### src/rtl/prog_loader.sv
// Boot-time image loader: assembles big-endian words from a byte stream, writes them
// to instruction memory and keeps the CPU in reset until the image checksum verifies.
//
// state   | meaning
// LEN_HI  | waiting for high byte of the word count
// LEN_LO  | waiting for low byte; decides oversize / empty / data
// DATA    | collecting 4 bytes per word, one memory write per word
// CHECK   | waiting for the XOR checksum byte
// DONE    | image verified, CPU released
// ERROR   | image rejected, CPU held; only start re-arms
module prog_loader #(
  parameter int ADDR_WIDTH = 8,
  parameter int MAX_WORDS  = 256,
  parameter int BASE_ADDR  = 0
) (
  input  logic                  clock,
  input  logic                  reset,
  input  logic [7:0]            in_data,
  input  logic                  in_valid,
  output logic                  in_ready,
  input  logic                  start,
  output logic                  mem_we,
  output logic [ADDR_WIDTH-1:0] mem_addr,
  output logic [31:0]           mem_wdata,
  output logic                  cpu_hold,
  output logic                  done,
  output logic                  error
);

  typedef enum logic [2:0] {
    S_LEN_HI, S_LEN_LO, S_DATA, S_CHECK, S_DONE, S_ERROR
  } state_t;

  localparam logic [ADDR_WIDTH-1:0] L_BASE = ADDR_WIDTH'(BASE_ADDR);

  state_t                r_state;
  state_t                w_next;
  logic [7:0]            r_len_hi;
  logic [15:0]           r_len;
  logic [15:0]           r_word_cnt;
  logic [1:0]            r_byte_idx;
  logic [23:0]           r_shift;
  logic [7:0]            r_xor;
  logic                  r_mem_we;
  logic [ADDR_WIDTH-1:0] r_mem_addr;
  logic [31:0]           r_mem_wdata;

  logic        w_xfer;
  logic [15:0] w_len_n;
  logic        w_oversize;
  logic        w_zero;
  logic        w_word_end;
  logic        w_last_word;
  logic        w_rearm;

  assign w_xfer      = in_valid & in_ready;
  assign w_len_n     = {r_len_hi, in_data};
  assign w_oversize  = {16'd0, w_len_n} > 32'(MAX_WORDS);
  assign w_zero      = (w_len_n == 16'd0);
  assign w_word_end  = (r_byte_idx == 2'd3);
  assign w_last_word = (r_word_cnt == r_len - 16'd1);
  assign w_rearm     = start & ((r_state == S_DONE) | (r_state == S_ERROR));

  always_ff @(posedge clock) begin
    if (reset) r_state <= S_LEN_HI;
    else       r_state <= w_next;
  end

  always_comb begin
    w_next = r_state;
    case (r_state)
      S_LEN_HI: if (w_xfer) w_next = S_LEN_LO;
      S_LEN_LO: begin
        if (w_xfer) begin
          if (w_oversize)  w_next = S_ERROR;
          else if (w_zero) w_next = S_CHECK;
          else             w_next = S_DATA;
        end
      end
      S_DATA:   if (w_xfer && w_word_end && w_last_word) w_next = S_CHECK;
      S_CHECK:  if (w_xfer) w_next = (in_data == r_xor) ? S_DONE : S_ERROR;
      S_DONE:   if (start) w_next = S_LEN_HI;
      S_ERROR:  if (start) w_next = S_LEN_HI;
      default:  w_next = S_LEN_HI;
    endcase
  end

  always_comb begin
    in_ready = 1'b0;
    done     = 1'b0;
    error    = 1'b0;
    cpu_hold = 1'b1;
    case (r_state)
      S_LEN_HI, S_LEN_LO, S_DATA, S_CHECK: in_ready = 1'b1;
      S_DONE: begin
        done     = 1'b1;
        cpu_hold = 1'b0;
      end
      S_ERROR: error = 1'b1;
      default: in_ready = 1'b0;
    endcase
  end

  // Word index and running XOR; the strobe is a one-cycle pulse registered off the 4th byte.
  always_ff @(posedge clock) begin
    if (reset) begin
      r_len_hi    <= 8'd0;
      r_len       <= 16'd0;
      r_word_cnt  <= 16'd0;
      r_byte_idx  <= 2'd0;
      r_shift     <= 24'd0;
      r_xor       <= 8'd0;
      r_mem_we    <= 1'b0;
      r_mem_addr  <= L_BASE;
      r_mem_wdata <= 32'd0;
    end else begin
      r_mem_we <= 1'b0;
      if (w_rearm) begin
        r_len_hi   <= 8'd0;
        r_len      <= 16'd0;
        r_word_cnt <= 16'd0;
        r_byte_idx <= 2'd0;
        r_xor      <= 8'd0;
      end else if (w_xfer) begin
        r_xor <= r_xor ^ in_data;
        case (r_state)
          S_LEN_HI: r_len_hi <= in_data;
          S_LEN_LO: begin
            r_len      <= w_len_n;
            r_word_cnt <= 16'd0;
            r_byte_idx <= 2'd0;
          end
          S_DATA: begin
            r_byte_idx <= r_byte_idx + 2'd1;
            if (w_word_end) begin
              r_mem_we    <= 1'b1;
              r_mem_wdata <= {r_shift, in_data};
              r_mem_addr  <= L_BASE + r_word_cnt[ADDR_WIDTH-1:0];
              r_word_cnt  <= r_word_cnt + 16'd1;
            end else begin
              r_shift <= {r_shift[15:0], in_data};
            end
          end
          default: r_len_hi <= r_len_hi;
        endcase
      end
    end
  end

  assign mem_we    = r_mem_we;
  assign mem_addr  = r_mem_addr;
  assign mem_wdata = r_mem_wdata;

endmodule
### config.mk
export PLATFORM = sky130hd
export DESIGN_NAME = prog_loader
export DESIGN_NICKNAME = d
export VERILOG_FILES = /design/src/rtl/prog_loader.sv
export SDC_FILE = /design/constraint.sdc
export NUM_CORES = 1
export LEC_CHECK = 0
export ABC_AREA = 1
export CAP_MARGIN = 20
export CORE_UTILIZATION = 40
export DETAILED_ROUTE_END_ITERATION = 10
export GPL_TIMING_DRIVEN = 0
export PLACE_DENSITY = 0.56
export SYNTH_ARGS = -nofsm -noshare
export SYNTH_HDL_FRONTEND = slang
export SYNTH_SLANG_ARGS = --single-unit
### constraint.sdc
create_clock -name clock -period 2.65 [get_ports clock]
set_input_delay 0.53 -clock clock [delete_from_list [all_inputs] [get_ports clock]]
set_output_delay 0.53 -clock clock [all_outputs]
set_load 0.02 [all_outputs]
Word-level counts from Yosys, hierarchy flattened
Index checks and enable logic that the tools add are counted.
{"block": "classes", "add_sub_neg": 3, "n_lt_le_gt_ge": 1, "eq_ne": 14, "mux": 17, "bitwise_logic": 8, "reduce_logical": 16}
{"op": "case mux 16 bit (2 select lines)", "count": 1}
{"op": "2-to-1 mux 3 bit", "count": 6}
{"op": "adder 16 x 1 -> 16 bit (second input constant)", "count": 1}
{"op": "== test 16 bit", "count": 1}
{"op": "> comparator 16 x 9 -> 1 bit (second input constant)", "count": 1}
{"op": "logical NOT 16 bit", "count": 1}
{"op": "2-to-1 mux 16 bit", "count": 1}
{"op": "subtractor 16 x 1 -> 16 bit (second input constant)", "count": 1}
{"op": "case mux 3 bit (5 select lines)", "count": 1}
{"op": "inequality test 2 bit (second input constant)", "count": 5}
{"op": "== test 8 bit", "count": 1}
{"op": "AND reduction 4 bit", "count": 2}
{"op": "OR reduction 4 bit", "count": 2}
{"op": "bitwise XOR 8 bit", "count": 1}
{"op": "2-to-1 mux 1 bit", "count": 7}
{"op": "== test 3 x 2 -> 1 bit (second input constant)", "count": 2}
{"op": "== test 3 bit (second input constant)", "count": 2}
{"op": "AND reduction 2 bit", "count": 3}
{"op": "AND reduction 5 bit", "count": 1}
{"op": "inverter 1 bit", "count": 4}
{"op": "case mux 2 bit (2 select lines)", "count": 1}
{"op": "OR reduction 2 bit", "count": 2}
{"op": "== test 3 x 1 -> 1 bit (second input constant)", "count": 1}
{"op": "logical NOT 3 bit", "count": 1}
{"op": "other kinds (8)", "count": 10}
{"block": "word_totals", "ff_bits": 118, "out_inout_bits": 45, "wordCells": 69}

Longest topological paths before layout
Gate-level depths: netlist of run 1.
{"block": "depth", "word_depth": 8, "mapped_depth": 18, "ltp_nobuf": 18}

Least setup slack after synthesis of run 1
OpenSTA, ideal clock, no wires.
{"block": "synth_timing", "path_type": "in2reg", "start": "input in_valid", "end": "register r_word_cnt[12]", "arrival_time_ns": 1.599, "setup_slack_ns": 0.937, "cell_stages": 12, "path_buffers": 0, "cell_sequence": "nand2_4 clkinv_2 nand2_4 nand2_8 inv_2 nor2_2 nand3_1 nor2_2 nand3_1 nor2_1 a21oi_1 o21a_1"}
{"block": "synth_via", "elab_chain_cells": 2}
{"item": "from (decl)", "line": "19", "rtl": "input logic in_valid,"}
{"item": "bitwise AND 1 bit", "line": "56", "rtl": "assign w_xfer = in_valid & in_ready;"}
{"item": "AND reduction 3 bit (no source line)"}
{"item": "to (signal assigned)", "line": "139", "rtl": "r_word_cnt <= r_word_cnt + 16'd1;"}
{"item": "to (decl)", "line": "40", "rtl": "logic [15:0] r_word_cnt;"}
Every way passes these cells.
A chain may end at the register's enable or synchronous reset.

Worst setup path after layout of run 1
{"block": "layout_timing", "start": "register r_state[0]", "end": "output error"}
{"block": "layout_via", "elab_chain_cells": 2}
{"item": "from (decl)", "line": "36", "rtl": "state_t r_state;"}
{"item": "from (signal assigned)", "line": "66", "rtl": "else r_state <= w_next;"}
{"item": "== test 3 bit", "line": "93", "rtl": "case (r_state)"}
{"item": "2-to-1 mux 1 bit", "line": "93"}
{"item": "to (decl)", "line": "27", "rtl": "output logic error"}
Every way passes these cells.

==> results of run 1 <==
state kept, by name, indices dropped and copies added, names as in the netlist:
signal,flops
mem_we,1
r_len_hi,8
r_byte_idx,2
mem_addr,8
r_state,3
mem_wdata,32
r_shift,24
r_xor,8
r_len,16
r_word_cnt,16
metrics by stage:
step                setup slack (ns)  utilization (%)  instances  cell area (µm²)  total power, W
floorplan                      0.937                -        738             5250         0.00227
CTS                            0.306             51.7        995             6580         0.00455
finish                         0.318             51.7        995             6580         0.00451
global route                   0.242             51.7        995             6580         0.00471
detailed placement            0.0728             47.4        966             6030         0.00242
global placement              0.0764             47.4        966             6030         0.00241
report_power, final:
part | leakage, nW | internal [W] | total [W] | switching [W]
logic | 1.47 | 0.000175 | 0.000521 | 0.000345
registers | 0.954 | 0.00182 | 0.00187 | 0.0000433
clock network | 0.275 | 0.00139 | 0.00212 | 0.000731
total | 2.69 | 0.00339 | 0.00451 | 0.00112
area by class of cell:
type | count | area [µm²]
buffer | 26 | 100
clock buffer | 25 | 505
clock inverter | 4 | 45.0
fill | 1343 | 6150
inverter | 76 | 287
multi-input combinational | 518 | 2500
sequential | 118 | 2360
tap | 172 | 215
timing repair buffer | 56 | 561
how the worst min path moves through the flow:
stage                              from             to  slack [ns]
after floorplan             r_shift[23]    r_shift[23]        0.43
after global placement    r_byte_idx[0]  r_byte_idx[0]        0.44
after detailed placement    r_shift[16]    r_shift[16]        0.45
after CTS                   r_shift[16]    r_shift[16]        0.46
after global routing        r_shift[16]    r_shift[16]        0.47
final                       r_shift[16]    r_shift[16]        0.46
worst max-delay path, stage by stage, from the launching register on:
cell and delay, ns:
dfxtp_1 0.42, inv_2 0.08, nor2_4 0.13, inv_1 0.05, nor2_1 0.10, clkdlybuf4s50_1 0.61
routing by layer:
metal,global-route usage (%),part of all wire [%],vias up
met4,6.75,1.5,0
met2,32.5,43,126
met1,30.1,51,2288
met3,5.71,4.5,18
met5,0,0,-
li1,-,-,2541
cell families after synthesis:
group | after synthesis | synth area share [%]
buffers and inverters | 102 | 7.36
XOR/XNOR | 19 | 3.17
AND/OR/NAND/NOR | 342 | 28.4
flip-flops | 118 | 45.0
adder cells (fa/ha/maj) | 3 | 0.715
AO/OA/AOI/OAI | 154 | 15.4
cells in the final DEF, fill, tap and decap left out, types with 3 or more instances in the layout:
cell type and count:
nand3b_1 3, nor2_4 3, nor3_1 7, clkdlybuf4s50_1 56, clkinv_2 4, nor2_2 4
xor2_1 17, a21oi_1 89, nand2_4 4, ha_1 3, clkbuf_1 23, inv_1 67
inv_2 8, dfxtp_1 118, nand3_1 41, nor2_1 94, buf_1 4, nand4_1 6
nand2_1 172, o21ai_0 50, clkbuf_8 5, o21a_1 3, clkbuf_16 17
==> results.json, run 1 <==
{
  "startpoint": "r_state[0]",
  "finalCritPeriodShare_pct": 88.0,
  "track_usage_pct": 21.6,
  "drive_above_1_share_pct": 6.68,
  "hold_path_class": "reg -> reg",
  "crit_type": "reg -> out",
  "holdPathStages": 2,
  "die_w_um": 117,
  "die_area_mm2": 0.0136,
  "ys_ff_latch": 118,
  "hold_slack_ns": 0.458,
  "finalWirelength_um": 13700,
  "htree_levels": 4,
  "wl_per_cell_um": 13.8,
  "drc_errors": 0,
  "cts_made_buffers": 17,
  "max_cap_violations": 0,
  "grt_start_max_net_pins": 17,
  "path_max_fanout": 5,
  "fmax_ghz": 0.429,
  "ir_drop_mv": 0.427,
  "post_cts_resized": 0,
  "post-cts-setup-buffers": 0,
  "post-route-min-period_ns": 2.33,
  "setup_viol": 0,
  "grt_pass1_wl_um": 22100,
  "antenna_found_initial": 0,
  "r2r-end": "r_shift[17]",
  "die_height_um": 117,
  "antenna_left": 0,
  "hold_viol": 0,
  "initial_core_util_pct": 41.3,
  "seq_area_frac_synth_pct": 45.0,
  "rsz0062_at_grt": "no",
  "worst_setup_path_start_kind": "flip-flop",
  "r2r_start": "r_state[1]",
  "relSlewSlack_pct": 64.6,
  "clock_path_buffers": 2,
  "critPathCaptureType": "primary output",
  "synth_area_leaders": "dfxtp_1, nand2_1, a21oi_1, nor2_1, inv_1",
  "power_density_mw_per_mm2": 685,
  "diodes": 0,
  "p_leak_nw": 2.69,
  "synth_top_cell_by_area": "dfxtp_1",
  "clk_latency_ns": 0.41,
  "cts.sink_count": 118,
  "clock-root-buffer": "clkbuf_16",
  "worst_pin_slew_ns": 0.531,
  "slew_viol_final": 0,
  "synth_ff_type": "dfxtp_1",
  "r2r_setup_slack_ns": 0.58,
  "status": "finished clean",
  "placementRows": 41,
  "place_congestion": 0.870,
  "portBuffers": 56,
  "synth_top_area_share_pct": 45.0,
  "yosys_warnings": 0,
  "synth_cell_types": 36,
  "endpoint": "error",
  "vias": 4973,
  "tns_ns": 0,
  "skew_ns": 0.00724,
  "required_ns": 2.12,
  "post-synth-top-count-cell": "nand2_1",
  "grt_overflow_total": 0,
  "synth_edf_count": 0,
  "synthCells": 738,
  "synth.top_cells.by_count": "nand2_1, dfxtp_1, nor2_1, a21oi_1, inv_1",
  "synth_fp_nets": 753,
  "core_mm2": 0.0127,
  "synth_area_mm2": 0.00525,
  "dp_hpwl_um": 10200,
  "async_flop_share_pct": 0,
  "clkTransAtPathRegs_ns": 0.05,
  "fin_nets": 828,
  "drt_iter0_drc": 309,
  "worstPathArrival_ns": 1.80,
  "viasPerCell": 5.00,
  "grt_pass1_vias": 4484,
  "syn_to_final_growth_pct": 25.3,
  "first_pass_iters": 5,
  "io_pins": 57,
  "hold_buffers": 0,
  "reg2reg_depth": 8,
  "cts_tree": "yes",
  "syn_area_per_cell_um2": 7.11
}
Power figures use the tool's default switching activity.
==> run 2, diff against run 1 <==
- ABC_AREA: 1 -> not set
==> run 2 against run 1 <==
  * Synthesized cell count shrank 10%
  * First-iteration DRC count shrank 3.2%
  * Synthesized area shrank 1.8%
  * Largest power group unchanged
==> results.json, run 2 <==
{
  "p_leak_nw": 2.35,
  "required_ns": 2.94,
  "antenna_left": 0,
  "die_area_mm2": 0.0133,
  "place_area_mm2": 0.00585,
  "ys_ff_latch": 118,
  "rsz0062_at_grt": "yes",
  "dp_slack_ns": -0.943,
  "post-route-min-period_ns": 2.64,
  "antenna_found_initial": 0,
  "drt_iter0_drc": 299,
  "fmax_ghz": 0.379,
  "top_layer_used": "met4",
  "largest_reg_flops": 32,
  "worstPathArrival_ns": 2.93,
  "post-synth-top-count-cell": "nand2_1",
  "synth_top_area_share_pct": 45.8,
  "cts_tree": "yes",
  "synth_fp_nets": 677,
  "tns_ns": 0,
  "hold_path_class": "reg -> reg",
  "grt_start_max_net_pins": 17,
  "startpoint": "r_len[0]",
  "grt_pass1_wl_um": 21100,
  "placementRows": 41,
  "clock_path_buffers": 2,
  "synth_ff_type": "dfxtp_1",
  "wl_per_cell_um": 14.4,
  "synth_cell_types": 51,
  "met1Wirelength_um": 6380,
  "first_pass_iters": 6,
  "hp-start": "mem_addr[6]",
  "syn_area_per_cell_um2": 7.79,
  "fillers": 1255,
  "r2r-end": "r_state[0]",
  "io_pins": 57,
  "path_max_fanout": 5,
  "syn_to_final_growth_pct": 28.1,
  "synth.top_cells.by_count": "nand2_1, dfxtp_1, a21oi_1, clkbuf_1, nor2_1",
  "finalWirelength_um": 13200,
  "final_common_cell": "nand2_1",
  "yosys_warnings": 0,
  "layout_common_cells": "nand2_1, dfxtp_1, a21oi_1, clkbuf_1, clkdlybuf4s50_1",
  "ir_drop_mv": 0.534,
  "htree_levels": 4,
  "setup_ws_ns": 0.0149,
  "cts.sink_count": 118,
  "instances_no_fill": 915,
  "diodes": 0,
  "r2r_setup_slack_ns": 0.01,
  "initial_core_util_pct": 41.0,
  "place_congestion": 0.818,
  "synth_top_cell_by_area": "dfxtp_1",
  "power_density_mw_per_mm2": 748,
  "clkTransAtPathRegs_ns": 0.05,
  "max_cap_violations": 0,
  "vias": 4567,
  "synthCells": 662,
  "synth_edf_count": 0,
  "worst_setup_path_start_kind": "flip-flop",
  "drc_errors": 0,
  "skew_ns": 0.0138,
  "core_mm2": 0.0126,
  "track_usage_pct": 21.2,
  "routed-wl-met2_um": 6090,
  "reg2reg_depth": 9,
  "dp.cells": 881,
  "setup_viol": 0,
  "critPathCaptureType": "flip-flop",
  "clk_latency_ns": 0.42,
  "r2r_start": "r_len[0]",
  "synth_area_mm2": 0.00515,
  "finalInstanceArea_mm2": 0.00660,
  "dp_hpwl_um": 9230,
  "fin_nets": 747,
  "hold_viol": 0,
  "synth_area_leaders": "dfxtp_1, nand2_1, a21oi_1, xor2_1, clkbuf_1",
  "relSlewSlack_pct": 45.1,
  "seq_area_frac_synth_pct": 45.8,
  "clock-root-buffer": "clkbuf_16",
  "drive_above_1_share_pct": 8.61,
  "finalCritPeriodShare_pct": 99.4,
  "cts_made_buffers": 17,
  "wl_met3_um": 604,
  "status": "finished clean",
  "portBuffers": 47,
  "slew_viol_final": 0,
  "viasPerCell": 4.99,
  "crit_type": "reg -> reg",
  "fin_util_pct": 52.5,
  "holdPathStages": 2,
  "grt_pass1_vias": 4190,
  "async_flop_share_pct": 0,
  "die_height_um": 116,
  "grt_overflow_total": 0,
  "die_w_um": 116,
  "worst_pin_slew_ns": 0.818,
  "hold_path_end": "mem_addr[6]"
}
## run 2: layout make-up
cell class / instances / area [µm²] / area share [%]
Clock buffer: 21 / 470 / 7.13
Timing Repair Buffer: 55 / 533 / 8.08
Multi-Input combinational cell: 485 / 2610 / 39.6
Buffer: 50 / 201 / 3.05
Tap cell: 172 / 215 / 3.26
Clock inverter: 9 / 174 / 2.64
Inverter: 5 / 21.3 / 0.322
Sequential cell: 118 / 2370 / 36.0
## run 2: where the power goes
group	leakage [nW]	switching, W	internal [W]
Sequential	0.957	0.0000508	0.00182
Clock	0.319	0.000781	0.00173
Combinational	1.07	0.000323	0.000228
Total	2.35	0.00115	0.00378
## run 2: logic make-up after synthesis
kind of cell | share of synthesized area (%)
simple gates | 25.9
compound gates | 14.2
flops | 45.8
buf+inv | 4.52
xor+xnor | 8.16
mux | 0.631
fa+ha+maj | 0.728
## run 2: what timing repair did
item                       in CTS  in global routing
setup endpoints to repair      13                  9
setup buffers                   4                  4
pin swaps                       5                  5
resized for setup              13                 13
hold buffers                    0                  0
## run 2: critical path: stages, from the launching register on
cell	delay [ns]
dfxtp_4	0.34
inv_4	0.05
ha_4	0.14
or4b_4	0.50
o31a_1	0.31
or4_4	0.42
o211ai_2	0.09
nand4_2	0.18
a21boi_2	0.18
mux2_4	0.30
## run 2: worst max-delay path by stage
stage                  to  slack [ns]  cells past startpoint
2_1_floorplan  r_state[0]        0.03                     10
3_3_place_gp   r_state[0]       -0.89                      9
3_5_place_dp   r_state[0]       -0.94                      9
4_1_cts        r_state[0]       -0.03                      9
5_1_grt        r_state[0]       -0.04                      9
6_report       r_state[0]        0.01                      9
## run 2: routing by layer
metal	up-vias	track usage [%]
li1	2350	-
met1	2118	28.5
met2	92	31.6
met3	7	6.85
met4	0	8.31
met5	-	0
## run 2: per-stage QoR
stage / hold slack, ns / total power, W
final: 0.450 / 0.00494
after global routing: 0.469 / 0.00513
after CTS: 0.453 / 0.00496
after detailed placement: 0.446 / 0.00243
after global placement: 0.444 / 0.00241
after floorplan: 0.432 / 0.00230
==> run 3, diff against run 2 <==
- PLACE_DENSITY: 0.56 -> not set
- PLACE_DENSITY_LB_ADDON: not set -> 0.25
==> run 3 against run 2 <==
  * Final cell count fell by 0.11%
  * Highest routed layer unchanged
  * Largest power group unchanged
  * Sequential power barely moved
  * Die area did not move
  * Sequential share of layout area rose by 0.48 points
==> results.json, run 3 (synthesis results as in run 2) <==
{
  "routed-wl-met2_um": 6330,
  "path_cells": "inv_4 -> ha_4 -> or4b_4 -> o31a_1 -> or4_4 -> o211ai_2 -> nand4_2 -> a21boi_2 -> mux2_4",
  "diodes": 0,
  "status": "finished clean",
  "crit_family": "simple AND/OR/NAND/NOR gates",
  "fin_nets": 744,
  "io_pins": 57,
  "cts.sink_count": 118,
  "finalInstanceArea_mm2": 0.00652,
  "place_area_mm2": 0.00585,
  "fin_util_pct": 51.9,
  "critPathCaptureType": "flip-flop",
  "drt_iter0_drc": 289,
  "grt_start_max_net_pins": 17,
  "portBuffers": 47,
  "die_area_mm2": 0.0133,
  "finalWirelength_um": 13100,
  "grt_pass1_wl_um": 21400,
  "post-route-min-period_ns": 2.61,
  "skew_ns": 0.00836,
  "instances_no_fill": 914,
  "top_layer_used": "met4",
  "relSlewSlack_pct": 43.4,
  "p_leak_nw": 2.28,
  "largest_reg_flops": 32,
  "die_w_um": 116,
  "drc_errors": 0,
  "cp_slowest_stage_delay_ns": 0.50,
  "grt_pass1_vias": 4440,
  "slew_viol_final": 0,
  "final_common_cell": "nand2_1",
  "grt_overflow_total": 0,
  "layout_common_cells": "nand2_1, dfxtp_1, a21oi_1, clkbuf_1, clkdlybuf4s50_1",
  "wl_met3_um": 495,
  "core_mm2": 0.0126,
  "holdPathStages": 2,
  "drive_above_1_share_pct": 8.76,
  "hold_viol": 0,
  "tns_ns": 0,
  "crit_type": "reg -> reg",
  "syn_to_final_growth_pct": 26.5,
  "worstPathArrival_ns": 2.91,
  "fmax_ghz": 0.383,
  "dp.cells": 881,
  "hold_path_class": "reg -> reg",
  "vias": 4640,
  "htree_levels": 4,
  "placementRows": 41,
  "required_ns": 2.94,
  "path_buf_inv": 1,
  "ir_drop_mv": 0.476,
  "viasPerCell": 5.08,
  "die_height_um": 116,
  "wl_per_cell_um": 14.3,
  "place_congestion": 0.894,
  "first_pass_iters": 5,
  "antenna_left": 0,
  "setup_viol": 0,
  "initial_core_util_pct": 41.0,
  "max_cap_violations": 0,
  "worst_pin_slew_ns": 0.843,
  "clock-root-buffer": "clkbuf_16",
  "r2r_setup_slack_ns": 0.04,
  "finalCritPeriodShare_pct": 98.6,
  "antenna_found_initial": 0,
  "path_max_fanout": 5,
  "slowest_stage": "or4b_4",
  "worst_setup_path_start_kind": "flip-flop",
  "met1Wirelength_um": 6010,
  "power_density_mw_per_mm2": 709,
  "reg2reg_depth": 9,
  "worst-path-stages": 9,
  "cts_made_buffers": 17,
  "track_usage_pct": 20.8,
  "rsz0062_at_grt": "yes",
  "clk_latency_ns": 0.41,
  "cts_tree": "yes",
  "dp_hpwl_um": 9180,
  "p_total_w": 0.00463,
  "clkTransAtPathRegs_ns": 0.06,
  "clock_path_buffers": 2
}
-- run 3: cell count changes in the layout (fill, tap and decap cells not counted), moves of 2 or more --
cell / change
bufinv_16: -4
clkinvlp_4: +4
inv_6: +4
buf_4: -3
clkbuf_8: -3
inv_8: +2
-- run 3: area by class of cell --
class                           count  area, µm²
Fill cell                        1219       6050
Tap cell                          172        215
Sequential cell                   118       2380
Clock inverter                     15        145
Buffer                             50        200
Multi-Input combinational cell    485       2630
Inverter                            5       21.3
Timing Repair Buffer               52        510
Clock buffer                       17        425
-- run 3: timing repair --
| action | CTS | global route |
|---|---|---|
| endpoints found under the setup margin | 12 | 7 |
| buffers inserted | 2 | 3 |
| gates resized for setup | 11 | 16 |
| pin swaps | 2 | 4 |
| hold buffers | 0 | 0 |
-- run 3: per-stage QoR --
step	setup WS [ns]	hold WS [ns]
global placement	-0.814	0.442
detailed placement	-0.927	0.446
finish	0.0360	0.454
global route	-0.0222	0.467
CTS	-0.00724	0.454
floorplan	0.0335	0.432
-- run 3: path summary, 6_finish.rpt --
kind                      start             to
setup / recovery       r_len[0]     r_state[0]
hold / removal    mem_wdata[23]  mem_wdata[23]
setup reg to reg       r_len[0]     r_state[0]
hold reg to reg   mem_wdata[23]  mem_wdata[23]
-- run 3: worst register-to-register path: stages (launching register included) --
cell      delay, ns
dfxtp_4        0.36
inv_4          0.06
ha_4           0.13
or4b_4         0.50
o31a_1         0.28
or4_4          0.42
o211ai_2       0.10
nand4_2        0.16
a21boi_2       0.17
mux2_4         0.31
-- run 3: per-layer routing --
metal	GRT usage, %	vias up
li1	-	2338
met1	26.0	2187
met2	34.0	92
met3	5.70	23
met4	8.23	0
met5	0	-
-- run 3: where the power goes --
part           total (W)  internal (W)  switching (W)  leakage, nW
combinational   0.000554      0.000223       0.000331         1.06
sequential       0.00187       0.00182      0.0000517        0.957
clock            0.00220       0.00131       0.000887        0.270
